<file path="src/rtl/ram_scheduler_pkg.sv">
// ram_sched_pkg: shared types and defaults for the BRAM scheduler.
//   state_e : scheduler FSM states (2-bit encoding)
//   grant_e : arbiter grant encoding
//   DEF_ADDR_W / DEF_DATA_W : default BRAM geometry
package ram_sched_pkg;

  localparam int unsigned DEF_ADDR_W = 16;
  localparam int unsigned DEF_DATA_W = 32;

  typedef enum logic [1:0] {
    ST_IDLE    = 2'd0,
    ST_WR      = 2'd1,
    ST_RD_ADDR = 2'd2,
    ST_RD_WAIT = 2'd3
  } state_e;

  typedef enum logic [1:0] {
    GNT_NONE = 2'd0,
    GNT_WR   = 2'd1,
    GNT_RD   = 2'd2
  } grant_e;

endpackage

</file>
<file path="src/rtl/ram_scheduler_rr_arbiter2.sv">
// rr_arbiter2: two-way round-robin arbiter between the write (push) and
// read (pop) requesters.
//   clk, rst    : clock, synchronous active-high reset
//   wr_elig_i   : push requester is eligible this cycle
//   rd_elig_i   : pop requester is eligible this cycle
//   en_i        : scheduler can accept a grant this cycle (FSM idle)
//   grant_o     : GNT_NONE / GNT_WR / GNT_RD, only non-NONE while en_i
// last_wr remembers whether the most recent grant went to the writer; on a
// tie the other side wins. It resets to 0 so the writer wins the first tie.
module rr_arbiter2
  import ram_sched_pkg::*;
(
  input  logic   clk,
  input  logic   rst,
  input  logic   wr_elig_i,
  input  logic   rd_elig_i,
  input  logic   en_i,
  output grant_e grant_o
);

  logic last_wr_q, last_wr_d;

  always_comb begin
    grant_o   = GNT_NONE;
    last_wr_d = last_wr_q;
    if (en_i) begin
      if (wr_elig_i && rd_elig_i) begin
        grant_o = last_wr_q ? GNT_RD : GNT_WR;
      end else if (wr_elig_i) begin
        grant_o = GNT_WR;
      end else if (rd_elig_i) begin
        grant_o = GNT_RD;
      end
      if (grant_o == GNT_WR) begin
        last_wr_d = 1'b1;
      end else if (grant_o == GNT_RD) begin
        last_wr_d = 1'b0;
      end
    end
  end

  always_ff @(posedge clk) begin
    if (rst) begin
      last_wr_q <= 1'b0;
    end else begin
      last_wr_q <= last_wr_d;
    end
  end

endmodule

</file>
<file path="src/rtl/ram_scheduler.sv">
// ram_scheduler: sequencer and arbiter for a single-port word BRAM used as a
// circular buffer between the RX byte packer (push) and TX byte splitter (pop).
//   clk, rst               : clock, synchronous active-high reset
//   push_req/push_data     : level request + word to store (held while req)
//   push_ack               : one-cycle pulse, word accepted
//   pop_req                : level request for next word
//   pop_data/pop_valid     : popped word, qualified by one-cycle pulse
//   full/empty/count       : committed occupancy (updates on grant edge)
//   ram_addr/ram_din/ram_we: BRAM port A drive
//   ram_dout               : BRAM read data, one-cycle registered latency
module ram_scheduler
  import ram_sched_pkg::*;
#(
  parameter int unsigned ADDR_W   = DEF_ADDR_W,
  parameter int unsigned DATA_W   = DEF_DATA_W,
  parameter int unsigned ELEMENTS = 65536
) (
  input  logic              clk,
  input  logic              rst,
  input  logic              push_req,
  input  logic [DATA_W-1:0] push_data,
  output logic              push_ack,
  input  logic              pop_req,
  output logic [DATA_W-1:0] pop_data,
  output logic              pop_valid,
  output logic              full,
  output logic              empty,
  output logic [ADDR_W:0]   count,
  output logic [ADDR_W-1:0] ram_addr,
  output logic [DATA_W-1:0] ram_din,
  output logic              ram_we,
  input  logic [DATA_W-1:0] ram_dout
);

  localparam logic [ADDR_W:0]   FULL_CNT = (ADDR_W + 1)'(ELEMENTS);
  localparam logic [ADDR_W-1:0] LAST_IDX = ADDR_W'(ELEMENTS - 1);

  state_e              state_q, state_d;
  logic [ADDR_W-1:0]   wptr_q, wptr_d;
  logic [ADDR_W-1:0]   rptr_q, rptr_d;
  logic [ADDR_W:0]     count_q, count_d;
  logic [ADDR_W-1:0]   ram_addr_q, ram_addr_d;
  logic [DATA_W-1:0]   ram_din_q, ram_din_d;
  logic                ram_we_q, ram_we_d;
  logic                push_ack_q, push_ack_d;
  logic                pop_valid_q, pop_valid_d;
  logic [DATA_W-1:0]   pop_data_q, pop_data_d;

  logic                full_w, empty_w;
  logic                wr_elig, rd_elig;
  grant_e              grant;

  // Wraps at ELEMENTS-1 so depths smaller than 2^ADDR_W work too.
  function automatic logic [ADDR_W-1:0] ptr_next(input logic [ADDR_W-1:0] p);
    return (p == LAST_IDX) ? '0 : p + ADDR_W'(1);
  endfunction

  assign full_w  = (count_q == FULL_CNT);
  assign empty_w = (count_q == '0);

  assign wr_elig = push_req && !full_w;
  // Masking with pop_valid stops a second pop being granted in the cycle the
  // splitter is still dropping its request after seeing the data.
  assign rd_elig = pop_req && !empty_w && !pop_valid_q;

  rr_arbiter2 u_arb (
    .clk       (clk),
    .rst       (rst),
    .wr_elig_i (wr_elig),
    .rd_elig_i (rd_elig),
    .en_i      (state_q == ST_IDLE),
    .grant_o   (grant)
  );

  always_comb begin
    state_d     = state_q;
    wptr_d      = wptr_q;
    rptr_d      = rptr_q;
    count_d     = count_q;
    ram_addr_d  = ram_addr_q;
    ram_din_d   = ram_din_q;
    ram_we_d    = 1'b0;
    push_ack_d  = 1'b0;
    pop_valid_d = 1'b0;
    pop_data_d  = pop_data_q;

    case (state_q)
      ST_IDLE: begin
        if (grant == GNT_WR) begin
          state_d    = ST_WR;
          ram_addr_d = wptr_q;
          ram_din_d  = push_data;
          ram_we_d   = 1'b1;
          push_ack_d = 1'b1;
          wptr_d     = ptr_next(wptr_q);
          count_d    = count_q + (ADDR_W + 1)'(1);
        end else if (grant == GNT_RD) begin
          state_d    = ST_RD_ADDR;
          ram_addr_d = rptr_q;
          rptr_d     = ptr_next(rptr_q);
          count_d    = count_q - (ADDR_W + 1)'(1);
        end
      end
      ST_WR: begin
        state_d = ST_IDLE;
      end
      ST_RD_ADDR: begin
        // BRAM samples ram_addr on this edge; data appears next cycle.
        state_d = ST_RD_WAIT;
      end
      ST_RD_WAIT: begin
        state_d     = ST_IDLE;
        pop_data_d  = ram_dout;
        pop_valid_d = 1'b1;
      end
      default: begin
        state_d = ST_IDLE;
      end
    endcase
  end

  always_ff @(posedge clk) begin
    if (rst) begin
      state_q     <= ST_IDLE;
      wptr_q      <= '0;
      rptr_q      <= '0;
      count_q     <= '0;
      ram_addr_q  <= '0;
      ram_din_q   <= '0;
      ram_we_q    <= 1'b0;
      push_ack_q  <= 1'b0;
      pop_valid_q <= 1'b0;
      pop_data_q  <= '0;
    end else begin
      state_q     <= state_d;
      wptr_q      <= wptr_d;
      rptr_q      <= rptr_d;
      count_q     <= count_d;
      ram_addr_q  <= ram_addr_d;
      ram_din_q   <= ram_din_d;
      ram_we_q    <= ram_we_d;
      push_ack_q  <= push_ack_d;
      pop_valid_q <= pop_valid_d;
      pop_data_q  <= pop_data_d;
    end
  end

  assign push_ack  = push_ack_q;
  assign pop_valid = pop_valid_q;
  assign pop_data  = pop_data_q;
  assign full      = full_w;
  assign empty     = empty_w;
  assign count     = count_q;
  assign ram_addr  = ram_addr_q;
  assign ram_din   = ram_din_q;
  assign ram_we    = ram_we_q;

endmodule

</file>
<file path="config.mk">
export PLATFORM = sky130hd
export DESIGN_NAME = ram_scheduler
export DESIGN_NICKNAME = d
export VERILOG_FILES = /design/src/rtl/ram_scheduler_pkg.sv /design/src/rtl/ram_scheduler_rr_arbiter2.sv /design/src/rtl/ram_scheduler.sv
export SDC_FILE = /design/constraint.sdc
export NUM_CORES = 1
export LEC_CHECK = 0
export ABC_AREA = 0
export CELL_PAD_IN_SITES_DETAIL_PLACEMENT = 0
export CELL_PAD_IN_SITES_GLOBAL_PLACEMENT = 1
export CORE_UTILIZATION = 36
export CTS_BUF_LIST = sky130_fd_sc_hd__clkbuf_2 sky130_fd_sc_hd__clkbuf_4 sky130_fd_sc_hd__clkbuf_8
export DETAILED_ROUTE_END_ITERATION = 16
export PLACE_DENSITY_LB_ADDON = 0.12
export RECOVER_POWER = 100
export SETUP_SLACK_MARGIN = 0.15
export SYNTH_ARGS = -nofsm -noshare
export SYNTH_HDL_FRONTEND = slang
export SYNTH_HIERARCHICAL = 1
export SYNTH_SLANG_ARGS = --single-unit
</file>
<file path="constraint.sdc">
create_clock -name clk -period 4.57 [get_ports clk]
set_clock_uncertainty 0.15 [all_clocks]
set_input_delay 0.914 -clock clk [delete_from_list [all_inputs] [get_ports clk]]
set_output_delay 0.914 -clock clk [all_outputs]
set_load 0.01 [all_outputs]
</file>
* After elaboration in Yosys (flattened, before gate mapping)
Index checks and enable logic that the tools add are counted.
** Storage, ports and cells
- Flip-flop bits (word level) :: 134
- Word-level logic and storage cells :: 63
- Output and inout port bits :: 102
- Bits of input ports :: 68
** Cells by class
- Add/subtract/negate cells :: 4
- Equal/unequal tests :: 11
- Reductions and logical operators :: 17
- Mux-type cells :: 19
- Bitwise operators :: 2
** Operators by type and width (count)
- 2-to-1 mux 16 bit :: 4
- 2-to-1 mux 17 bit :: 2
- adder 16 x 1 -> 16 bit (second input constant) :: 2
- == test 16 bit (second input constant) :: 2
- adder 17 x 1 -> 17 bit (second input constant) :: 1
- == test 17 bit (second input constant) :: 1
- zero test 17 bit :: 1
- subtractor 17 x 1 -> 17 bit (second input constant) :: 1
- 2-to-1 mux 2 bit :: 8
- == test 2 bit (second input constant) :: 4
- == test 2 x 1 -> 1 bit (second input constant) :: 3
- one-hot mux 2 bit (3 select lines) :: 1
- AND reduction 2 bit :: 3
- logical AND 1 bit :: 4
- 2-to-1 mux 1 bit :: 4
- nonzero test 2 bit :: 2
- OR reduction 2 bit :: 2
- zero test 1 bit :: 3
- inequality test 3 bit (second input constant) :: 1
- AND reduction 3 bit :: 1
- zero test 2 bit :: 1
- inverter 1 bit :: 2

* Depth between registers and ports, before layout
Gate-level depths: netlist (run 1).
- Word-level depth :: 13
- Mapped depth :: 17

* Hierarchy
The synthesis (run 1) kept the hierarchy.
** Modules (own cells, without submodules)
- ram_scheduler :: area each 5978.2 um^2, cells each 729, times used 1
- rr_arbiter2 :: area each 97.6 um^2, cells each 11, times used 1

* Worst setup path before layout (run 1)
Ideal clock, no wire load.
- Kind :: input-to-reg
- Start point :: input port pop_req
- End point :: register count_q[15] (netlist: count[15])
- Slack :: 0.287 ns
- Cell stages on the path :: 12
- Arrival :: 4.016 ns
- Data required time :: 4.303 ns
- Path through :: nor3b_1 -> a21boi_2 -> and2_1 -> ha_1 -> buf_2 -> inv_1 -> ha_1 -> and3_1 -> a221o_1 -> a221o_1 -> or3_1 -> a32o_1
** Between the ends
- Elaborated cells between the ends (all ways) :: 13
- Classes of those cells :: 2 x eq/ne; 6 x mux; 5 x reduce/logical
** RTL lines
- from (decl) :: RTL line ram_scheduler.sv:23 : input logic pop_req,
- logical AND 1 bit * (2 in series) :: RTL line ram_scheduler.sv:64 : assign rd_elig = pop_req && !empty_w && !pop_valid_q;
- logical AND 1 bit * :: RTL line ram_scheduler_rr_arbiter2.sv:27 : if (wr_elig_i && rd_elig_i) begin
- 2-to-1 mux 2 bit * :: RTL line ram_scheduler_rr_arbiter2.sv:27
- 2-to-1 mux 2 bit * (2 in series) :: RTL line ram_scheduler_rr_arbiter2.sv:26 : if (en_i) begin
- net grant[0] :: RTL line ram_scheduler.sv:51 : grant_e grant;
- == test 2 x 1 -> 1 bit / == test 2 bit (equally long branches) :: RTL line ram_scheduler.sv:89, ram_scheduler.sv:97
- nonzero test 2 bit (no source line)
- AND reduction 2 bit (no source line)
- to (signal assigned) :: RTL line ram_scheduler.sv:138 : count_q <= count_d;
- to (decl) :: RTL line ram_scheduler.sv:41 : logic [ADDR_W:0] count_q, count_d;
Mark *: on every way through the listed nets, which the timed path passes. The rest lies on a longest branch. The select of a mux whose other input is x is not followed.
A chain may end at the register's enable or synchronous reset.

* Final worst setup path (run 1)
- Start point :: register count_q[0] (netlist: count[0])
- End point :: register count_q[16] (netlist: count[16])
** Between the ends
- Elaborated cells between the ends (all ways) :: 21
- Classes of those cells :: 2 x add/sub; 3 x eq/ne; 7 x mux; 9 x reduce/logical
** RTL lines
- zero test 17 bit * :: RTL line ram_scheduler.sv:59 : assign empty_w = (count_q == '0);
- zero test 1 bit * :: RTL line ram_scheduler.sv:64
- logical AND 1 bit * (2 in series) :: RTL line ram_scheduler.sv:64
- net rd_elig :: RTL line ram_scheduler.sv:50 : logic wr_elig, rd_elig;
- logical AND 1 bit * :: RTL line ram_scheduler_rr_arbiter2.sv:27
- 2-to-1 mux 2 bit * :: RTL line ram_scheduler_rr_arbiter2.sv:27
- 2-to-1 mux 2 bit * (2 in series) :: RTL line ram_scheduler_rr_arbiter2.sv:26
- net grant[0] :: RTL line ram_scheduler.sv:51
- == test 2 x 1 -> 1 bit / == test 2 bit (equally long branches) :: RTL line ram_scheduler.sv:89, ram_scheduler.sv:97
- nonzero test 2 bit (no source line)
- AND reduction 2 bit (no source line)
Marks and branches as above.

==> flow_metrics.tcl, run 1 <==
set metrics [dict create \
    hold_class "flop to flop" \
    start_util_pct 36.8 \
    grt-ovfl-total 0 \
    min_path_cells 2 \
    fin_crit_sh_pct 93.1 \
    arrival_ns 4.44 \
    drtIter0Drc 316 \
    cp-start-kind "flop" \
    nNetsFinal 986 \
    clock_latency_ns 0.44 \
    wl_per_cell_um 15.1 \
    clock-sinks 134 \
    cts.clk_slew.worst_paths_ns 0.07 \
    p_seq_share_pct 33.2 \
    ys_ff_latch 134 \
    report.final.setup_viol 0 \
    die_area_um2 17400 \
    die_h_um 132 \
    worstHoldEndpoint "ram_din[19]" \
    clockBufferDepth 2 \
    cts_tree "done" \
    diodes 0 \
    post_cts_buffers 0 \
    yosysWarnings 6 \
    cts_inserted_buffers 17 \
    dp_hpwl_mm 12.1 \
    worstReg2RegEnd "count[16]" \
    coreArea_um2 16500 \
    internal_power_uw 2820 \
    tightestPinTransition_ns 2.25 \
    async_flop_share_pct 0 \
    p_clk_share_pct 23.5 \
    ios 170 \
    grt_pass1_wl_mm 27.7 \
    first_global_vias 5382 \
    critPathBufInv 4 \
    drc 0 \
    ant_nets 0 \
    slowest_stage "nor4_1" \
    cp_top_family "simple AND/OR/NAND/NOR gates" \
    hold_viol 0 \
    final_max_slew_viol_count 154 \
    synth_top_area_share_pct 44.2 \
    synthCells 740 \
    num_rows 47 \
    ys.flop_type "dfxtp_1" \
    drt-total-wl_mm 17.0 \
    vdd_drop_max_v 0.000201 \
    cts_hold_buf 0 \
    ys_top_cells_by_area "dfxtp_1 44%, nand2_1 9.9%, a21oi_1 7.1%, ha_1 4.3%, nor2_1 4.1%" \
    worstPathCellList "nor4_1, nand4_1, nor2_1, nor3b_1, clkbuf_1, a21boi_2, and2_0, ha_1, inv_1, buf_4, ha_1, nand4_1, a21oi_1, clkbuf_1, o21a_1, o21ai_0, a32o_1" \
    critical_path.max_fanout 11 \
    reg2reg_slack_ns 0.32 \
    placedCellCount 1097 \
    crit_required_ns 4.75 \
    swShare_pct 37.6 \
    areaGrowthSynthToFinish_pct 37.5 \
    design_area_um2 8350 \
    cts_root_buf "clkbuf_8" \
    power_frac_comb_pct 43.3 \
    place_area_um2 7960 \
    p_leak_uw 0.00333 \
    grt_usage_pct 19.9 \
    fin_setup_tns_ns 0 \
    fmax_ghz 0.235 \
    first_pass_iters 6 \
    rsz0062_at_grt "false" \
    worstReg2RegStart "count[0]" \
    vias_per_cell 5.04 \
    cts_resized 0 \
    htreeDepth 4 \
    fp.dieW_um 132 \
    ff2ff_path_depth 17 \
    yosysSeqAreaShare_pct 44.2 \
    min_period_ns 4.25 \
    yosys.area.top_type "dfxtp_1" \
    status "complete, but fails checks" \
    place.gp.congestion 0.811 \
    drive_gt1_share_pct 5.40 \
    num_vias 5685 \
    synth_area_per_cell_um2 8.21 \
    p_sw_uw 1690 \
    grt_max_degree 70 \
    violations "max-capacitance violations, max-slew violations" \
    max-cap-violations 3 \
    syn_nets 830 \
    synth_area_um2 6080 \
    worstSetupEndpointType "flop" \
    hold_path_startpoint "ram_din[19]" \
    synthDistinctLibCells 57 \
    slowest_delay_ns 0.46 \
    power_uw 4510 \
    synth_edf_count 0 \
    port_buffers 169 \
    critPathKind "flop to flop" \
    hold-worst-slack_ns 0.301 \
    final_cells 1128 \
    antenna_found_initial 0 \
    slew_headroom_pct -50.0 \
    power_density_nw_per_um2 540 \
]
[cells in the mapped netlist (all sizes together) (4+ instances only)]
master    n
mux2i    19
xnor2    17
nor2     66
a21oi    86
nand2   160
buf      12
dfxtp   134
xor2     14
a21o      5
nand4    11
inv      14
nor3     13
a32o      4
a31oi     4
o21ai    16
ha       21
a211oi   19
or3      12
and3      8
nand3    17
clkbuf   36
nor4      7
[flip-flops by register name (all words and copies together), names as in the netlist]
name / flops
push_ack: 1
count: 17
ram_din: 32
ram_addr: 16
rptr_q: 16
wptr_q: 16
state_q: 2
u_arb/last_wr_q: 1
pop_data: 32
pop_valid: 1
[area by class of cell]
class / instances / area, µm²
clock buffers: 23 / 304
flip-flops and latches: 134 / 2680
well taps: 220 / 275
inverters: 14 / 52.6
multi-input cells: 544 / 3130
repair buffers: 185 / 1780
fillers: 1602 / 8170
clock inverters: 8 / 121
[worst min-delay path, delay by kind of cell (launching register included)]
kind	cells	cell delay, ns
flip-flops	1	0.31
AND/OR/NAND/NOR	1	0.05
AO/OA/AOI/OAI	1	0.05
[layout by cell type, fill, tap and decap left out, types with 17 or more instances in the layout]
master and instances:
nand2_1 160, dfxtp_1 134, dlygate4sd3_1 102, a21oi_1 86, nor2_1 66, clkdlybuf4s50_1 66
ha_1 21, clkbuf_8 21, mux2i_1 19, a211oi_1 19, nand3_1 17, xnor2_1 17
[kinds of logic (layout without fill, tap and decap cells)]
family / count (synthesis) / in the layout / share of synthesized area, %
compound gates: 159 / 159 / 16.0
fa+ha+maj: 22 / 22 / 4.65
mux: 19 / 19 / 3.13
xor+xnor: 31 / 31 / 4.47
simple gates: 313 / 313 / 23.3
flops: 134 / 134 / 44.2
buf+inv: 62 / 230 / 4.30
[power groups by stage]
stage	logic (µW)	registers, µW	clock network [µW]
finish	1950	1500	1060
global route	2160	1530	1150
floorplan	1160	1590	0
CTS	2030	1510	1100
detailed placement	2020	1530	0
global placement	1980	1530	0
[per-layer routing]
layer,GRT usage (%),wire [µm]
met4,8.53,384
met5,0,0
met3,4.61,660
met2,33.9,8490
met1,23.9,7470
[metrics by stage]
| step | utilization (%) | worst slack, ns |
|---|---|---|
| after floorplan | - | 0.287 |
| after global placement | 48.2 | 0.203 |
| after detailed placement | 48.2 | 0.115 |
| after CTS | 50.8 | 0.425 |
| after global routing | 50.5 | 0.0904 |
| final | 50.5 | 0.317 |
[worst max path at each step]
| stage | from | cells past startpoint | end | slack [ns] |
|---|---|---|---|---|
| 6_report | count[0] | 17 | count[16] | 0.32 |
| 5_1_grt | count[0] | 17 | count[10] | 0.09 |
| 4_1_cts | count[0] | 15 | count[15] | 0.43 |
| 3_5_place_dp | pop_req | 13 | count[15] | 0.12 |
| 3_3_place_gp | pop_req | 13 | count[15] | 0.20 |
| 2_1_floorplan | pop_req | 12 | count[15] | 0.29 |
Note: power is estimated with default switching activity, not from simulation.
==> run 2: changes to the inputs <==
CORE_ASPECT_RATIO = 1.25   (was unset)
PLACE_DENSITY_LB_ADDON = 0.1   (was 0.12)
SYNTH_HIERARCHICAL = unset   (was 1)
==> flow_metrics.tcl, run 2 <==
set metrics [dict create \
    status "complete, but fails checks" \
    violations "max-capacitance violations, max-slew violations" \
    arrival_ns 4.37 \
    max-cap-violations 1 \
    p_clk_share_pct 20.4 \
    areaGrowthSynthToFinish_pct 37.0 \
    place.gp.congestion 0.836 \
    fmax_ghz 0.239 \
    synth_area_um2 6150 \
    nNetsFinal 1008 \
    critPathBufInv 2 \
    synth_edf_count 0 \
    hold_class "flop to flop" \
    p_leak_uw 0.00337 \
    fp.dieW_um 119 \
    power_density_nw_per_um2 552 \
    rsz0062_at_grt "false" \
    ios 170 \
    port_buffers 169 \
    grt_pass1_wl_mm 27.3 \
    coreArea_um2 16800 \
    fin_crit_sh_pct 91.5 \
    drt-total-wl_mm 16.7 \
    vdd_drop_max_v 0.000184 \
    cts_tree "done" \
    placedCellCount 1118 \
    p_seq_share_pct 32.4 \
    drive_gt1_share_pct 6.12 \
    ys.flop_type "dfxtp_1" \
    drtIter0Drc 283 \
    cp-start-kind "flop" \
    num_rows 53 \
    synth.most_common_cell "nand2_1" \
    cts_root_buf "clkbuf_8" \
    vias_per_cell 5.02 \
    die_area_um2 17600 \
    first_global_vias 5516 \
    synth_top_area_share_pct 43.6 \
    slowest_delay_ns 0.43 \
    min_period_ns 4.18 \
    ys_ff_latch 134 \
    synthDistinctLibCells 59 \
    cp_top_family "compound AO/OA/AOI/OAI gates" \
    syn_nets 850 \
    cts.clk_slew.worst_paths_ns 0.08 \
    diodes 0 \
    final_cells 1151 \
    fill_cells 1632 \
    report.final.setup_viol 0 \
    synth_area_per_cell_um2 8.09 \
    swShare_pct 40.1 \
    htreeDepth 4 \
    die_h_um 148 \
    drc 0 \
    final_max_slew_viol_count 33 \
    grt-ovfl-total 0 \
    internal_power_uw 2790 \
    clockBufferDepth 2 \
    ant_nets 0 \
    yosys-top-cells-count "166 x nand2_1, 134 x dfxtp_1, 93 x a21oi_1, 66 x nor2_1, 36 x clkbuf_1" \
    yosysSeqAreaShare_pct 43.6 \
    num_vias 5774 \
    p_sw_uw 1870 \
    crit_required_ns 4.76 \
    start_util_pct 36.7 \
    hold_viol 0 \
    grt_usage_pct 19.5 \
    cts_inserted_buffers 17 \
    worstPathCellList "nor4_1, nand4_1, a311o_1, or3_1, ha_1, inv_1, buf_12, ha_1, a21oi_1, o21ai_0, a221o_1, a21oi_1, nor4_1, a311o_1" \
    first_pass_iters 6 \
    fin_setup_tns_ns 0 \
    mostFrequentLayoutCells "166 x nand2_1, 134 x dfxtp_1, 103 x dlygate4sd3_1" \
    ys_top_cells_by_area "dfxtp_1 44%, nand2_1 10%, a21oi_1 7.6%, ha_1 4.3%, nor2_1 4.0%" \
    async_flop_share_pct 0 \
    yosys.area.top_type "dfxtp_1" \
    slowest_stage "a311o_1" \
    grt_max_degree 58 \
    clock_latency_ns 0.45 \
    worstSetupEndpointType "flop" \
    dp_hpwl_mm 11.8 \
    yosysWarnings 0 \
    wl_per_cell_um 14.5 \
    clock-sinks 134 \
    tightestPinTransition_ns 1.64 \
    antenna_found_initial 0 \
    slew_headroom_pct -9.63 \
    synthCells 760 \
    power_frac_comb_pct 47.2 \
    critical_path.max_fanout 19 \
    layout_commonest_cell "nand2_1" \
    critPathKind "flop to flop" \
]
==> run 2: cell types whose count changed in the layout (fill, tap and decap cells not counted), sizes merged, moves of 4 or more <==
cell / before / now
nand4: 11 / 7
or3: 12 / 7
a21oi: 86 / 93
o21a: 2 / 6
a32o: 4 / 0
nand2: 160 / 166
a311o: 0 / 4
nor4: 7 / 13
clkbuf: 30 / 23
inv: 14 / 21
==> run 2: worst min-delay path: stages (launching register included) <==
cell     delay [ns]
dfxtp_1        0.31
nand2_1        0.05
a21oi_1        0.05
==> run 2: area by class of cell <==
cell class,instances,area (µm²),share of cell area (%)
clock inverters,13,123,1.45
clock buffers,19,255,3.03
flip-flops and latches,134,2680,31.8
inverters,17,63.8,0.757
well taps,220,275,3.27
repair buffers,185,1810,21.5
multi-input cells,563,3220,38.2
==> run 2: worst paths after layout <==
path	start	end	slack [ns]	cells after the start
worst max register to register	count[3]	count[15]	0.39	14
worst min register to register	pop_data[3]	pop_data[3]	0.30	2
worst min-delay path	pop_data[3]	pop_data[3]	0.30	2
worst max-delay path	count[3]	count[15]	0.39	14
==> run 2: repair_timing <==
action,4_1_cts,5_1_grt
buffers inserted,0,1
endpoints found under the setup margin,0,9
gates resized for setup,0,2
hold buffers,0,0
==> run 2: cell families after synthesis <==
family,count (synthesis),share of synthesized area [%]
flops,134,43.6
compound gates,169,16.9
buf+inv,63,4.03
simple gates,323,23.6
mux,19,3.09
xor+xnor,30,4.27
fa+ha+maj,22,4.60
==> run 2: through the flow <==
stage / util, % / total power (µW) / setup WS [ns] / cell area [µm²] / hold slack, ns
3_3_place_gp: 48.1 / 3800 / 0.174 / 8070 / 0.291
4_1_cts: 50.3 / 4780 / 0.271 / 8450 / 0.308
3_5_place_dp: 48.1 / 3810 / 0.104 / 8070 / 0.297
6_report: 50.2 / 4660 / 0.387 / 8430 / 0.302
5_1_grt: 50.2 / 5030 / 0.113 / 8430 / 0.325
2_1_floorplan: - / 2990 / 0.555 / 6150 / 0.294
==> run 2: power by group through the flow <==
stage	Sequential (µW)	Combinational (µW)	Clock [µW]
3_5_place_dp	1540	2270	0
4_1_cts	1520	2280	984
6_report	1510	2200	952
5_1_grt	1540	2460	1040
3_3_place_gp	1530	2270	0
2_1_floorplan	1580	1410	0
==> run 2: per-layer routing <==
metal,GRT usage (%),wire length (µm),vias to the layer above
li1,-,-,2945
met1,22.9,7350,2646
met2,32.0,7750,159
met3,8.01,1340,24
met4,7.15,262,0
met5,0,0,-
==> run 3: changes to the inputs <==
CTS_CLUSTER_SIZE = 20   (was unset)
REMOVE_ABC_BUFFERS = 1   (was unset)
==> flow_metrics.tcl, run 3 (synthesized netlist as in run 2, its figures left out) <==
set metrics [dict create \
    status "complete, but fails checks" \
    violations "max-capacitance violations, max-slew violations" \
    max-cap-violations 1 \
    num_rows 53 \
    hold_class "flop to flop" \
    port_buffers 169 \
    ant_nets 0 \
    crit_required_ns 4.76 \
    wl_per_cell_um 15.1 \
    nNetsFinal 1010 \
    htreeDepth 4 \
    mostFrequentLayoutCells "166 x nand2_1, 134 x dfxtp_1, 103 x dlygate4sd3_1" \
    cts_tree "done" \
    place_ws_ns 0.172 \
    tightestPinTransition_ns 1.63 \
    layout_commonest_cell "nand2_1" \
    cts_hold_buf 0 \
    cp-start-kind "flop" \
    fp.dieW_um 119 \
    report.final.setup_viol 0 \
    drive_gt1_share_pct 6.11 \
    dp_hpwl_mm 12.5 \
    setup_ws_ns 0.284 \
    antenna_found_initial 0 \
    drc 0 \
    final_max_slew_viol_count 33 \
    start_util_pct 36.7 \
    coreArea_um2 16800 \
    critical_path.max_fanout 21 \
    grt_usage_pct 20.2 \
    hold-worst-slack_ns 0.301 \
    power_density_nw_per_um2 564 \
    die_area_um2 17600 \
    slew_headroom_pct -8.69 \
    slowest_delay_ns 0.47 \
    critPathKind "flop to flop" \
    fmax_ghz 0.233 \
    grt_max_degree 65 \
    rsz0062_at_grt "false" \
    diodes 0 \
    die_h_um 148 \
    cts.clk_slew.worst_paths_ns 0.08 \
    arrival_ns 4.47 \
    post_cts_buffers 0 \
    clock_latency_ns 0.45 \
    first_pass_iters 4 \
    vdd_drop_max_v 0.000226 \
    vias_per_cell 5.11 \
    power_uw 4780 \
    first_global_vias 5701 \
    grt_pass1_wl_mm 28.1 \
    p_leak_uw 0.00340 \
    slowest_stage "nor4_1" \
    cts_resized 0 \
    fill_cells 1582 \
    cts_root_buf "clkbuf_8" \
    drt-total-wl_mm 17.4 \
    hold_viol 0 \
    clock-sinks 134 \
    areaGrowthSynthToFinish_pct 37.8 \
    worstSetupEndpointType "flop" \
    worstPathCellList "nor4_1, nand4_1, a311o_1, or3_1, ha_1, inv_1, buf_12, ha_1, a21oi_1, o21ai_0, a221o_1, a21oi_1, nor4_1, a311o_1" \
    cts_inserted_buffers 17 \
    drtIter0Drc 259 \
    place.gp.congestion 0.847 \
    grt-ovfl-total 0 \
    fin_crit_sh_pct 93.8 \
    num_vias 5896 \
    ios 170 \
    clockBufferDepth 2 \
    min_period_ns 4.29 \
]
==> run 3: path summary, 6_finish.rpt <==
| kind | end | start | slack, ns | depth (start not counted) |
|---|---|---|---|---|
| max | count[15] | count[11] | 0.28 | 14 |
| max reg2reg | count[15] | count[11] | 0.28 | 14 |
| min reg2reg | ram_din[9] | ram_din[9] | 0.30 | 2 |
| min | ram_din[9] | ram_din[9] | 0.30 | 2 |
==> run 3: critical path: cells and delay by family, from the launching register on <==
kind | cells | cell delay [ns]
compound gates | 6 | 1.66
simple gates | 4 | 1.17
fa+ha+maj | 2 | 0.53
flops | 1 | 0.37
buf+inv | 2 | 0.26
==> run 3: layout make-up <==
class                   instances  area (µm²)  area share (%)
clock inverters                14         176            2.08
well taps                     220         275            3.25
repair buffers                187        1810            21.4
clock buffers                  18         241            2.85
inverters                      17        63.8           0.753
multi-input cells             563        3220            38.0
flip-flops and latches        134        2680            31.7
==> run 3: metal layers <==
layer  GRT usage [%]  share of wire, %  vias to the layer above
met3            5.02               3.7                       28
met5               0                 0                        -
li1                -                 -                     2951
met4            8.42               2.2                        0
met2            37.7                53                      121
met1            21.4                41                     2796
==> run 3: power by group <==
group	internal, µW	leakage [µW]	switching [µW]	total (µW)
Clock	552	0.000213	497	1050
Sequential	1360	0.00109	144	1510
Combinational	974	0.00210	1250	2220
Total	2890	0.00340	1890	4780
==> run 3: through the flow <==
| stage | TNS [ns] | utilization [%] | cell area, µm² | cells |
|---|---|---|---|---|
| final | 0 | 50.5 | 8480 | 1153 |
| after global routing | 0 | 50.5 | 8480 | 1153 |
| after CTS | 0 | 50.7 | 8510 | 1153 |
| after detailed placement | 0 | 48.2 | 8090 | 1121 |
| after global placement | 0 | 48.2 | 8090 | 1121 |
| after floorplan | -20.81 | - | 5970 | 714 |
